<file path="src/rtl/morse_pkg.sv">
// Shared scancode constants and scheduler state encoding for the Morse keyboard path.
package morse_pkg;

    localparam logic [7:0] KEY_ENTER    = 8'h5A;
    localparam logic [7:0] KEY_BKSP     = 8'h66;
    localparam logic [7:0] KEY_ESC      = 8'h76;
    localparam logic [7:0] KEY_SPACE    = 8'h29;
    localparam logic [7:0] PREFIX_BREAK = 8'hF0;
    localparam logic [7:0] PREFIX_EXT   = 8'hE0;

    typedef enum logic [1:0] {
        COLLECT      = 2'd0,
        PLAY_PRESENT = 2'd1,
        PLAY_BUBBLE  = 2'd2
    } state_e;

endpackage

</file>
<file path="src/rtl/line_fifo.sv">
// Line buffer: circular FIFO with an extra "unpush" that retracts the newest entry.
module line_fifo
    import morse_pkg::*;
#(
    parameter int DEPTH = 16,
    localparam int AW   = $clog2(DEPTH),
    localparam int CW   = $clog2(DEPTH + 1)
) (
    input  logic          clk,
    input  logic          rst,
    input  logic          push_i,
    input  logic [7:0]    data_i,
    input  logic          unpush_i,
    input  logic          pop_i,
    input  logic          flush_i,
    output logic [7:0]    head_o,
    output logic [CW-1:0] fill_level_o
);

    logic [7:0]    mem_q [DEPTH];
    logic [AW-1:0] wr_q, rd_q;
    logic [CW-1:0] cnt_q;
    logic          full, empty;

    assign full  = (cnt_q == CW'(DEPTH));
    assign empty = (cnt_q == '0);

    // Flush wins; push/unpush/pop are mutually exclusive at the caller but ordered here anyway.
    always_ff @(posedge clk) begin
        if (!rst) begin
            wr_q  <= '0;
            rd_q  <= '0;
            cnt_q <= '0;
            for (int i = 0; i < DEPTH; i++) mem_q[i] <= 8'h00;
        end else if (flush_i) begin
            wr_q  <= '0;
            rd_q  <= '0;
            cnt_q <= '0;
        end else if (push_i && !full) begin
            mem_q[wr_q] <= data_i;
            wr_q        <= wr_q + 1'b1;
            cnt_q       <= cnt_q + 1'b1;
        end else if (unpush_i && !empty) begin
            wr_q  <= wr_q - 1'b1;
            cnt_q <= cnt_q - 1'b1;
        end else if (pop_i && !empty) begin
            rd_q  <= rd_q + 1'b1;
            cnt_q <= cnt_q - 1'b1;
        end
    end

    assign head_o       = mem_q[rd_q];
    assign fill_level_o = cnt_q;

endmodule

</file>
<file path="src/rtl/morse_line_scheduler.sv">
// Buffers PS/2 make-codes into an editable line and replays it to the Morse encoder on Enter.
module morse_line_scheduler
    import morse_pkg::*;
#(
    parameter int DEPTH = 16
) (
    input  logic                       clk,
    input  logic                       rst,
    input  logic [7:0]                 ps2_received_data,
    input  logic                       ps2_received_data_strb,
    output logic [7:0]                 char_data,
    output logic                       char_valid,
    input  logic                       char_ready,
    output logic                       busy,
    output logic [$clog2(DEPTH+1)-1:0] fill_level,
    output logic                       overflow
);

    localparam int CW = $clog2(DEPTH + 1);

    state_e        state_q, state_d;
    logic          brk_q, brk_d, ext_q, ext_d;
    logic          ovf_q, ovf_d;
    logic          make;
    logic          push, unpush, pop, flush;
    logic [7:0]    head;
    logic [CW-1:0] fill;

    always_ff @(posedge clk) begin
        if (!rst) begin
            state_q <= COLLECT;
            brk_q   <= 1'b0;
            ext_q   <= 1'b0;
            ovf_q   <= 1'b0;
        end else begin
            state_q <= state_d;
            brk_q   <= brk_d;
            ext_q   <= ext_d;
            ovf_q   <= ovf_d;
        end
    end

    // A pending break swallows the next byte whatever it is; an extended prefix swallows the next non-F0.
    always_comb begin
        brk_d = brk_q;
        ext_d = ext_q;
        make  = 1'b0;
        if (ps2_received_data_strb) begin
            if (brk_q) begin
                brk_d = 1'b0;
                ext_d = 1'b0;
            end else if (ps2_received_data == PREFIX_BREAK) begin
                brk_d = 1'b1;
            end else if (ext_q) begin
                ext_d = 1'b0;
            end else if (ps2_received_data == PREFIX_EXT) begin
                ext_d = 1'b1;
            end else begin
                make = 1'b1;
            end
        end
    end

    always_comb begin
        state_d = state_q;
        push    = 1'b0;
        unpush  = 1'b0;
        pop     = 1'b0;
        flush   = 1'b0;
        ovf_d   = 1'b0;
        case (state_q)
            COLLECT: begin
                if (make) begin
                    case (ps2_received_data)
                        KEY_ENTER: if (fill != '0) state_d = PLAY_PRESENT;
                        KEY_BKSP:  unpush = (fill != '0);
                        KEY_ESC:   flush = 1'b1;
                        default: begin
                            if (fill == CW'(DEPTH)) ovf_d = 1'b1;
                            else                    push  = 1'b1;
                        end
                    endcase
                end
            end
            PLAY_PRESENT, PLAY_BUBBLE: begin
                // Esc aborts even if a handshake completes in the same cycle.
                if (make && ps2_received_data == KEY_ESC) begin
                    flush   = 1'b1;
                    state_d = COLLECT;
                end else begin
                    if (make && ps2_received_data != KEY_ENTER && ps2_received_data != KEY_BKSP)
                        ovf_d = 1'b1;
                    if (state_q == PLAY_BUBBLE) begin
                        state_d = PLAY_PRESENT;
                    end else if (char_ready) begin
                        if (fill == CW'(1)) begin
                            flush   = 1'b1;
                            state_d = COLLECT;
                        end else begin
                            pop     = 1'b1;
                            state_d = PLAY_BUBBLE;
                        end
                    end
                end
            end
            default: state_d = COLLECT;
        endcase
    end

    line_fifo #(.DEPTH(DEPTH)) u_fifo (
        .clk          (clk),
        .rst          (rst),
        .push_i       (push),
        .data_i       (ps2_received_data),
        .unpush_i     (unpush),
        .pop_i        (pop),
        .flush_i      (flush),
        .head_o       (head),
        .fill_level_o (fill)
    );

    assign char_valid = (state_q == PLAY_PRESENT);
    assign char_data  = char_valid ? head : 8'h00;
    assign busy       = (state_q != COLLECT);
    assign fill_level = fill;
    assign overflow   = ovf_q;

endmodule

</file>
<file path="config.mk">
export PLATFORM = sky130hd
export DESIGN_NAME = morse_line_scheduler
export DESIGN_NICKNAME = d
export VERILOG_FILES = /design/src/rtl/morse_pkg.sv /design/src/rtl/line_fifo.sv /design/src/rtl/morse_line_scheduler.sv
export SDC_FILE = /design/constraint.sdc
export NUM_CORES = 1
export LEC_CHECK = 0
export ABC_AREA = 1
export CORE_AREA = 2 2 113 115
export CTS_BUF_LIST = sky130_fd_sc_hd__clkbuf_2 sky130_fd_sc_hd__clkbuf_4 sky130_fd_sc_hd__clkbuf_8
export DETAILED_ROUTE_END_ITERATION = 16
export DIE_AREA = 0 0 115 117
export GPL_TIMING_DRIVEN = 0
export MAX_ROUTING_LAYER = met4
export PLACE_DENSITY = 0.8
export REMOVE_ABC_BUFFERS = 1
export SLEW_MARGIN = 20
export SYNTH_ARGS = -nofsm -noshare
export SYNTH_HDL_FRONTEND = slang
export SYNTH_HIERARCHICAL = 1
export SYNTH_SLANG_ARGS = --single-unit
</file>
<file path="constraint.sdc">
create_clock -name clk -period 2.8 [get_ports clk]
set_input_delay 0.56 -clock clk [delete_from_list [all_inputs] [get_ports clk]]
set_output_delay 0.56 -clock clk [all_outputs]
set_load 0.05 [all_outputs]
</file>
== Yosys cells after proc, flatten, opt, wreduce, memory -nomap -nowiden ==
Memory sizes are Yosys's and may differ from the RTL's. A register that Yosys moved wholly into a read port is not among the register bits.
Cells that the tools add are included.

* Add/sub/neg operators: 5
* $mul: 0
* Div/mod/pow operators: 0
* Magnitude comparators: 0
* Eq/ne operators: 16
* Shifts and indexed selects: 0
* Multiplexer cells: 60
* Bitwise gates (word level): 3
* Reductions and logical operators: 21

{| class="wikitable"
|+ Operators with widths
! operator !! number
|-
| 1-bit two-way mux || 40
|-
| 8-bit by 7-bit equality test with 1-bit output (second input constant) || 3
|-
| 4-bit two-way mux || 5
|-
| 8-bit equality test (second input constant) || 2
|-
| 8-bit two-way mux || 2
|-
| 8-bit by 7-bit inequality test with 1-bit output (second input constant) || 2
|-
| 5-bit two-way mux || 3
|-
| 2-bit two-way mux || 7
|-
| 4-bit by 1-bit adder with 4-bit output (second input constant) || 2
|-
| 8-bit OR reduction || 1
|-
| 1-bit logical AND || 6
|-
| 2-bit inequality test (second input constant) || 3
|-
| 5-bit by 1-bit adder with 5-bit output (second input constant) || 1
|-
| 5-bit by 1-bit equality test with 1-bit output (second input constant) || 1
|-
| 5-bit equality test (second input constant) || 1
|-
| 5-bit zero test || 1
|-
| 5-bit nonzero test || 1
|-
| 5-bit by 1-bit subtractor with 5-bit output (second input constant) || 1
|-
| 4-bit inequality test (second input constant) || 1
|-
| 1-bit one-hot mux with 2 select lines || 2
|-
| 2-bit one-hot mux with 2 select lines || 1
|-
| 4-bit AND reduction || 1
|-
| 2-bit nonzero test || 2
|-
| 2-bit OR reduction || 2
|-
| 11 further kinds || 14
|}

* Register bits: 18
* Bits in latches: 0
* RAM bits: 128
* Bits in read-only memories: 0
* Input bits: 12
* Output and inout port bits: 16
* Logic and storage cells: 113
* Memories kept: 1

{| class="wikitable"
|+ Memories
! name !! words !! bits a word !! read ports !! clocked after Yosys merged registers in !! wr ports !! RTL line !! text
|-
| u_fifo.mem_q || 16 || 8 || 1 || 1 || 16 || line_fifo.sv:20 || <nowiki>logic [7:0] mem_q [DEPTH];</nowiki>
|}

== Logic depth before layout (Yosys ltp) ==
Gate-level depths: netlist of the first run.

* Word-level depth: 15
* Gate-level depth with buffers: 21
* Mapped depth without buffers: 21

== Modules after synthesis ==
The synthesis of the first run kept the hierarchy.

{| class="wikitable"
|+ Modules (own cells, without submodules)
! module !! times used !! cells an instance !! area each (um2) !! sequential area each (um2)
|-
| line_fifo || 1 || 703 || 6,942.9 || 4,184.0
|-
| morse_line_scheduler || 1 || 113 || 650.6 || 100.1
|}

== Worst setup path after synthesis of the first run ==
OpenSTA, ideal clock, no wires.

* Path kind: input to register
* Start point: input port ps2_received_data[7]
* End point: memory u_fifo.mem_q[4][0] (enable)
* Library setup time: 0.329 ns
* Arrival: 2.234 ns
* Required time: 2.471 ns
* Slack: 0.237 ns
* Cell stages on the path: 13
* Path buffers: 0
* Cells stage by stage: nand2_1 inv_1 nand2_2 nor2_4 nor2_4 nand3_1 nor2_1 nand2_4 clkinv_2 nand2_4 nor3_4 nand2_4 nand2_1

{| class="wikitable"
|+ RTL lines
! item !! RTL line !! text
|-
| start, declared || morse_line_scheduler.sv:9 || <nowiki>input logic [7:0] ps2_received_data,</nowiki>
|-
| end, declared || line_fifo.sv:20 ||
|}

==> metrics, run 1 <==
gpl congestion 0.954; NumNets Final 870; main combinational cell family by area after synthesis simple AND/OR/NAND/NOR gates; share of cells above drive strength 1 0.165; Yosys cell types 32; CORE AREA 12300 µm²; Max Cap Viol 0; Synth Area in Simple Gates 0.235; Register Area 4300 µm²; first-pass GRT wire length 27200 µm; Placed Cells 958; setup ws final 0.140 ns; CP bufs+invs 3; largest area contributor in the netlist edfxtp_1; GRT Max-Usage Layer met2; GRT overflow 0; Seq cells post-synth 150; Die W 115 µm; clk buf depth 2; critical path class in2reg; met1 GRT Util 0.312; pin count of the biggest net entering global routing 35; CP Capture Type flip-flop; vias in the first global route 5680; Slew Viols, Final 0; CTS tree done; Hold Startpoint ext_q; Vias 5757; clk sink count 150; Initial Util 0.617; Final period util 0.950; Adder-Cell Fraction of Synth Area 0.0250; clk slew on worst S/H paths 0.07 ns; Crit path largest cell delay 0.55 ns; crit-path cells clkdlybuf4s50_1 > inv_1 > nor2_2 > nand4_2 > nand3_2 > a21oi_1 > nor2_4 > nand2_4 > nor3_4 > buf_12 > nand2_4 > nand2_4; Worst Tran Pin Value 0.952 ns; Post-Route WL 17300 µm; Worst-Skew Late Latency 0.46 ns; Diodes inserted 0; synth warn 6; die area 13500 µm²; ranking of synthesized cells by area edfxtp_1, nor2_1, dfxtp_1, inv_1, nand2_1; Critical Path Stages 12; CTS Buf Count 17; Ports 28; Synth Area in Compound Gates 0.0941; final core utilization 0.706; Worst Path Arrival 2.81 ns; Synth Area in XOR/XNOR 0.00577; register area share after synthesis 0.564; Cell Pwr Density 807 nW/µm²; Die Height 117 µm; synthesized cell area 7590 µm²; hpwl dp 11100 µm; worst hold stages 2; CP max stage cell clkdlybuf4s50_1; worst-path fanout max 9; Final setup viols 0; IO Port Bufs 27; Tmin final 2.66 ns; FF-to-FF setup slack 0.30 ns; DRC Markers 0; Fillers 934; clk root buf clkbuf_8; met3 GRT Util 0.0546; Synth Area per Inst 9.31 µm²; static leakage 3.74 nW; status finished clean; Max VDD drop 0.000735 V; post-route ant nets 0; CTS H-tree depth 4; mux cell area share after synthesis 0; Final Power 7.02 mW; cell depth of the worst flop-to-flop path 10; pre-CTS setup slack -1.06 ns; Multi-input gate area 2870 µm²; worst clock skew 0.0105 ns; Peak Freq 376 MHz; antenna violations before repair 0; mean routed wirelength per cell 17.1 µm; RR Startpoint state_q[0]; DRT iter0 DRCs 548; Worst Setup Start Kind input port; vias per cell 5.72; GRT Overall Usage 0.280; most repeated library cell on the critical path nand2_4; CP startpoint ps2_received_data[5]; WP data required 2.95 ns; final hold vios 0; row count 41; drt first pass iters 5; Setup TNS 0 ns; HP Class reg2reg; top-area cell type share of the netlist area 0.506; grt met2 use 0.482; Layout area overhead 14.5%; Rel. slew slack 0.363; CP delay by family, top simple AND/OR/NAND/NOR gates; cell count after synthesis 816; fin cells 1007
## final cells by class
cell class                      count  area share
Clock inverter                      8      0.0109
Clock buffer                       24      0.0365
Sequential cell                   150       0.494
Inverter                          114      0.0498
Timing Repair Buffer               46      0.0568
Tap cell                          150      0.0216
Multi-Input combinational cell    515       0.330
## layout by cell type (no fill, tap or decap), types with 7 or more instances in the layout
master           instances
a21oi_1                 46
buf_2                    7
buf_4                   12
clkbuf_8                22
clkdlybuf4s50_1         14
dfxtp_1                 19
edfxtp_1               128
ha_1                    12
inv_1                  112
nand2_1                 89
nand2_2                  8
nand2_4                 31
nand3_1                 60
nor2_1                 143
nor2_2                  22
o211ai_1                32
o21ai_0                 41
## routing by layer
layer / routed length (µm) / part of all wire / up-vias
li1: - / - / 2751
met1: 6640 / 0.38 / 2725
met2: 8840 / 0.51 / 240
met3: 1210 / 0.070 / 41
met4: 580 / 0.034 / 0
met5: 0 / 0 / -
## per-stage QoR
| step | hold WS (ns) | area (µm²) |
|---|---|---|
| 3_5_place_dp | 0.486 | 7950 |
| 2_1_floorplan | 0.450 | 7450 |
| 6_report | 0.498 | 8700 |
| 4_1_cts | 0.500 | 8620 |
| 5_1_grt | 0.529 | 8700 |
| 3_3_place_gp | 0.468 | 7910 |
## Yosys cell counts (all sizes together)
| cell | number |
|---|---|
| a21o | 1 |
| a21oi | 46 |
| buf | 7 |
| clkbuf | 30 |
| clkinv | 1 |
| dfxtp | 22 |
| edfxtp | 128 |
| fa | 2 |
| ha | 12 |
| inv | 113 |
| nand2 | 129 |
| nand3 | 64 |
| nand3b | 2 |
| nand4 | 1 |
| nor2 | 169 |
| nor3 | 6 |
| nor4 | 1 |
| o211a | 1 |
| o211ai | 32 |
| o21ai | 42 |
| o31ai | 1 |
| o41ai | 1 |
| xnor2 | 3 |
| xor2 | 2 |
## sequential cells by signal, indices dropped and copies added (netlist names), named ones only
register,cells
u_fifo/mem_q,128
state_q,2
u_fifo/wr_q,4
u_fifo/rd_q,4
brk_q,1
overflow,1
ext_q,1
u_fifo/fill_level_o,5
## what timing repair did
item / CTS / global route
gates resized for setup: 50 / 41
cloned: 1 / 0
hold buffers: 0 / 0
buffers inserted: 13 / 3
pin swaps: 5 / 4
setup endpoints to repair: 212 / 139
## final timing paths
check,to
worst max-delay path,u_fifo/mem_q[0][6]
worst min-delay path,ext_q
worst max register to register,u_fifo/mem_q[0][6]
worst min register to register,ext_q
## where the power goes
| group | switching [mW] | internal (mW) | total, mW |
|---|---|---|---|
| logic | 1.66 | 0.853 | 2.51 |
| clock network | 0.767 | 0.924 | 1.69 |
| registers | 0.187 | 2.63 | 2.81 |
## cell families after synthesis
kind of cell    after synthesis
xor+xnor                      5
flops                       150
compound gates              124
simple gates                372
buf+inv                     151
fa+ha+maj                    14
## tightest hold or removal path: cells and delay by family, from the launching register on
family	cells	cell delay (ns)
AO/OA/AOI/OAI	1	0.06
AND/OR/NAND/NOR	1	0.08
flip-flops	1	0.32
No activity file was read; power rests on OpenSTA's default activity.
==> inputs of run 2 (changes only) <==
SETUP_SLACK_MARGIN = 0.4   (was unset)
==> run 2 against run 1 <==
Critical path depth decreased by 3. First-iteration DRC count up 11%. Cell area rose by 7.2%. Non-clock buffer count increased by 20. Total power up 7.6%. Utilization is 5.1 points higher. Via count is 6.0% higher. Global-route usage rose by 0.93 points. Critical path type is now reg2out. Largest cell class unchanged. Largest power group is now combinational logic.
==> metrics, run 2 (synthesis results as in run 1) <==
clk root buf clkbuf_8; most flop-heavy register u_fifo/mem_q; Ports 28; GRT overflow 0; die area 13500 µm²; Peak Freq 394 MHz; CTS H-tree depth 4; Cell Pwr Density 810 nW/µm²; status finished clean; worst-path fanout max 30; post-route ant nets 0; clk buf depth 2; Crit path largest cell delay 0.46 ns; Final setup viols 0; commonest non-fill, non-tap cells in the layout nor2_1, edfxtp_1, inv_1, nand2_1, nand3_1; CP delay by family, top simple AND/OR/NAND/NOR gates; Register Area 4300 µm²; mean routed wirelength per cell 18.5 µm; Multi-input gate area 3200 µm²; fin cells 1027; Final Power 7.55 mW; Fillers 822; Placed Instance Area 7950 µm²; CTS Buf Count 17; CP max stage cell dfxtp_4; crit-path cells buf_16 > nand2_1 > o211ai_1 > nand3_1 > nand3_2 > nand2_1 > nand2_1 > inv_1 > buf_6; first-pass GRT wire length 28100 µm; Largest register FFs 128; Final period util 0.906; vias per cell 5.94; clk slew on worst S/H paths 0.07 ns; RSZ-0062 raised after global routing true; CORE AREA 12300 µm²; commonest non-fill, non-tap cell in the layout nor2_1; Vias 6101; Setup TNS 0 ns; Worst Tran Pin Value 1.33 ns; Worst Path Arrival 1.98 ns; DRT iter0 DRCs 611; final hold vios 0; Die W 115 µm; antenna violations before repair 0; WL met2 9870 µm; pin count of the biggest net entering global routing 35; Diodes inserted 0; Initial Util 0.617; clk sink count 150; row count 41; CTS tree done; Post-CTS Hold Fix Bufs 0; CP bufs+invs 3; Rel. slew slack 0.111; most repeated library cell on the critical path nand2_1; worst clock skew 0.0101 ns; static leakage 3.88 nW; met3 wire length 1260 µm; Slew Viols, Final 0; Max Cap Viol 0; Placed Cells 958; DRC Markers 0; GRT Overall Usage 0.289; Tmin final 2.54 ns; IO Port Bufs 27; Worst Setup Start Kind flip-flop; CP Capture Type primary output; Layout area overhead 22.8%; Final Instance Area 9330 µm²; highest routed layer met4; Worst-Skew Late Latency 0.45 ns; Post-Route WL 19000 µm; Max VDD drop 0.000787 V; final hold slack 0.435 ns; critical path class reg2out; share of cells above drive strength 1 0.231; vias in the first global route 5860; WP data required 2.24 ns; HP Class in2reg; M1 wire length 7070 µm; NumNets Final 890; drt first pass iters 5; gpl congestion 0.954; hpwl dp 11100 µm; Die Height 117 µm
## run 2: cell types whose count changed in the layout (fill, tap and decap cells not counted), sizes merged
cell	previous run	this run
clkinv	5	4
clkdlybuf4s50	14	5
inv	112	113
clkdlybuf4s15	0	4
clkbuf	26	30
bufbuf	1	0
buf	25	46
dlygate4sd2	1	2
## run 2: final cells by class
cell class	instances	area share
multi-input combinational	515	0.343
sequential	150	0.461
timing repair buffer	66	0.0852
tap	150	0.0201
clock inverter	8	0.0102
inverter	114	0.0466
clock buffer	24	0.0341
## run 2: worst reg2reg max path, cell delays in order (launching register included)
cell and delay (ns):
dfxtp_1 0.49, inv_1 0.13, nor2_1 1.01, nand2_4 0.27, nand2_8 0.19
## run 2: final timing paths
kind	from	slack, ns	end	cells past startpoint
worst max register to register	u_fifo/wr_q[0]	0.42	u_fifo/mem_q[9][0]	4
worst max-delay path	flip-flop	0.26	char_data[6]	9
worst min-delay path	ps2_received_data_strb	0.43	brk_q	2
worst min register to register	ext_q	0.50	ext_q	2
## run 2: repair_timing
action | in CTS | in global routing
setup endpoints to repair | 276 | 224
resized for setup | 143 | 75
gates cloned | 2 | 1
pin swaps | 24 | 28
buffers inserted | 22 | 12
## run 2: where the power goes
group / internal [mW] / switching (mW) / total, mW
combinational: 1.15 / 1.89 / 3.04
clock: 0.924 / 0.768 / 1.69
sequential: 2.63 / 0.188 / 2.82
## run 2: per-layer routing
layer	global-route usage	vias up
met5	-	-
met4	0.178	0
met3	0.0484	72
met2	0.496	306
met1	0.316	2926
li1	-	2797
## run 2: through the flow
stage	utilization	setup slack, ns
global placement	0.642	-2.47
detailed placement	0.646	-1.06
floorplan	-	-0.877
CTS	0.722	0.291
finish	0.757	0.264
global route	0.757	0.188
==> inputs of run 3 (changes only) <==
CORE_AREA = 2 2 121 123   (was 2 2 113 115)
DIE_AREA = 0 0 123 125   (was 0 0 115 117)
PLACE_DENSITY = 0.71   (was 0.8)
SKIP_CTS_REPAIR_TIMING = 1   (was unset)
==> run 3 against run 2 <==
Wire length is 8.0% higher. Sequential power hardly changed. Combinational power is 7% higher. Clock power is 7% lower. Total power is 0.89% higher. Maximum frequency is 1.6% lower. Die area is 14% higher.
==> metrics, run 3 (synthesis results as in run 1) <==
status finished clean; Largest register FFs 128; post-route ant nets 0; commonest non-fill, non-tap cells in the layout nor2_1, edfxtp_1, inv_1, nand2_1, nand3_1; Final period util 0.921; Placed Instance Area 7980 µm²; Tmin final 2.58 ns; CP delay by family, top buffers and inverters; Max Cap Viol 0; Cell Pwr Density 810 nW/µm²; GRT Max-Usage Layer met2; Final setup viols 0; GRT overflow 0; Peak Freq 388 MHz; WP data required 2.24 ns; Worst Tran Pin Value 1.25 ns; Final Power 7.62 mW; Worst Setup Start Kind flip-flop; clk sink count 150; Worst-Skew Late Latency 0.46 ns; most flop-heavy register u_fifo/mem_q; clk slew on worst S/H paths 0.07 ns; share of cells above drive strength 1 0.253; drt first pass iters 5; DRT iter0 DRCs 635; Initial Util 0.535; final hold vios 0; gpl congestion 0.894; Slew Viols, Final 0; Diodes inserted 0; mean routed wirelength per cell 19.2 µm; Crit path largest cell delay 0.37 ns; CP Capture Type primary output; Ports 28; clk root buf clkbuf_8; critical path class reg2out; CTS Buf Count 17; grt met2 use 0.383; Vias 6182; Rel. slew slack 0.165; commonest non-fill, non-tap cell in the layout nor2_1; CP bufs+invs 4; met1 GRT Util 0.305; GRT Overall Usage 0.240; Die W 123 µm; CORE AREA 14200 µm²; hpwl dp 11400 µm; HP Class in2reg; Final Instance Area 9400 µm²; static leakage 4.03 nW; vias per cell 5.78; FF-to-FF setup slack 0.46 ns; worst clock skew 0.0136 ns; die area 15400 µm²; crit-path cells buf_12 > clkbuf_16 > o211ai_1 > nand3_1 > nand3_1 > nand2_1 > nand2_1 > inv_2 > buf_8; DRC Markers 0; Layout area overhead 23.8%; CTS tree done; CTS H-tree depth 4; RSZ-0062 raised after global routing true; CP max stage cell dfxtp_4; met3 GRT Util 0.0488; NumNets Final 898; first-pass GRT wire length 27200 µm; row count 44; worst-path fanout max 9; Post-Route WL 20500 µm; Worst Path Arrival 2.02 ns; antenna violations before repair 0; Die Height 125 µm; IO Port Bufs 27; clk buf depth 2; Max VDD drop 0.000691 V; vias in the first global route 5498; pin count of the biggest net entering global routing 75
-- run 3: cell count changes in the layout (fill, tap and decap cells not counted), moves of 5 or more --
cell	previous run	this run
nand2_4	16	27
a21oi_1	36	23
dlymetal6s2s_1	3	9
ha_1	6	11
nand2_8	20	7
a21oi_2	9	20
clkbuf_16	1	7
o21ai_0	26	13
o21ai_1	14	24
buf_6	5	13
-- run 3: report_power, final --
group / internal (mW) / leakage (nW) / switching (mW) / total, mW
Clock: 0.812 / 0.204 / 0.760 / 1.57
Combinational: 1.23 / 2.32 / 2.01 / 3.24
Sequential: 2.63 / 1.51 / 0.170 / 2.80
Total: 4.67 / 4.03 / 2.94 / 7.62
-- run 3: layer usage --
| metal | vias to the layer above | wire length [µm] |
|---|---|---|
| met4 | 0 | 973 |
| met2 | 340 | 10200 |
| met3 | 72 | 1630 |
| met5 | - | 0 |
| met1 | 2956 | 7750 |
| li1 | 2814 | - |
-- run 3: path summary, 6_finish.rpt --
check | start | end | cells past startpoint
hold reg to reg | ext_q | ext_q | 2
setup reg to reg | state_q[0] | u_fifo/mem_q[12][6] | 12
hold / removal | ps2_received_data_strb | brk_q | 2
setup / recovery | flip-flop | char_data[0] | 9
-- run 3: area by class of cell --
cell class | instances | area, µm²
Tap cell | 184 | 230
Sequential cell | 150 | 4300
Fill cell | 1048 | 4810
Multi-Input combinational cell | 515 | 3120
Inverter | 114 | 434
Timing Repair Buffer | 74 | 932
Clock buffer | 28 | 360
Clock inverter | 4 | 18.8
-- run 3: stage by stage --
step	hold WS [ns]	utilization	TNS (ns)	worst slack, ns	cells
floorplan	0.450	-	-7.00	-0.877	779
global placement	0.469	0.560	-191.33	-2.69	990
detailed placement	0.488	0.562	-196.15	-1.04	991
CTS	0.498	0.589	-76.44	-0.853	1023
global route	0.413	0.662	0	0.152	1069
finish	0.422	0.662	0	0.222	1069
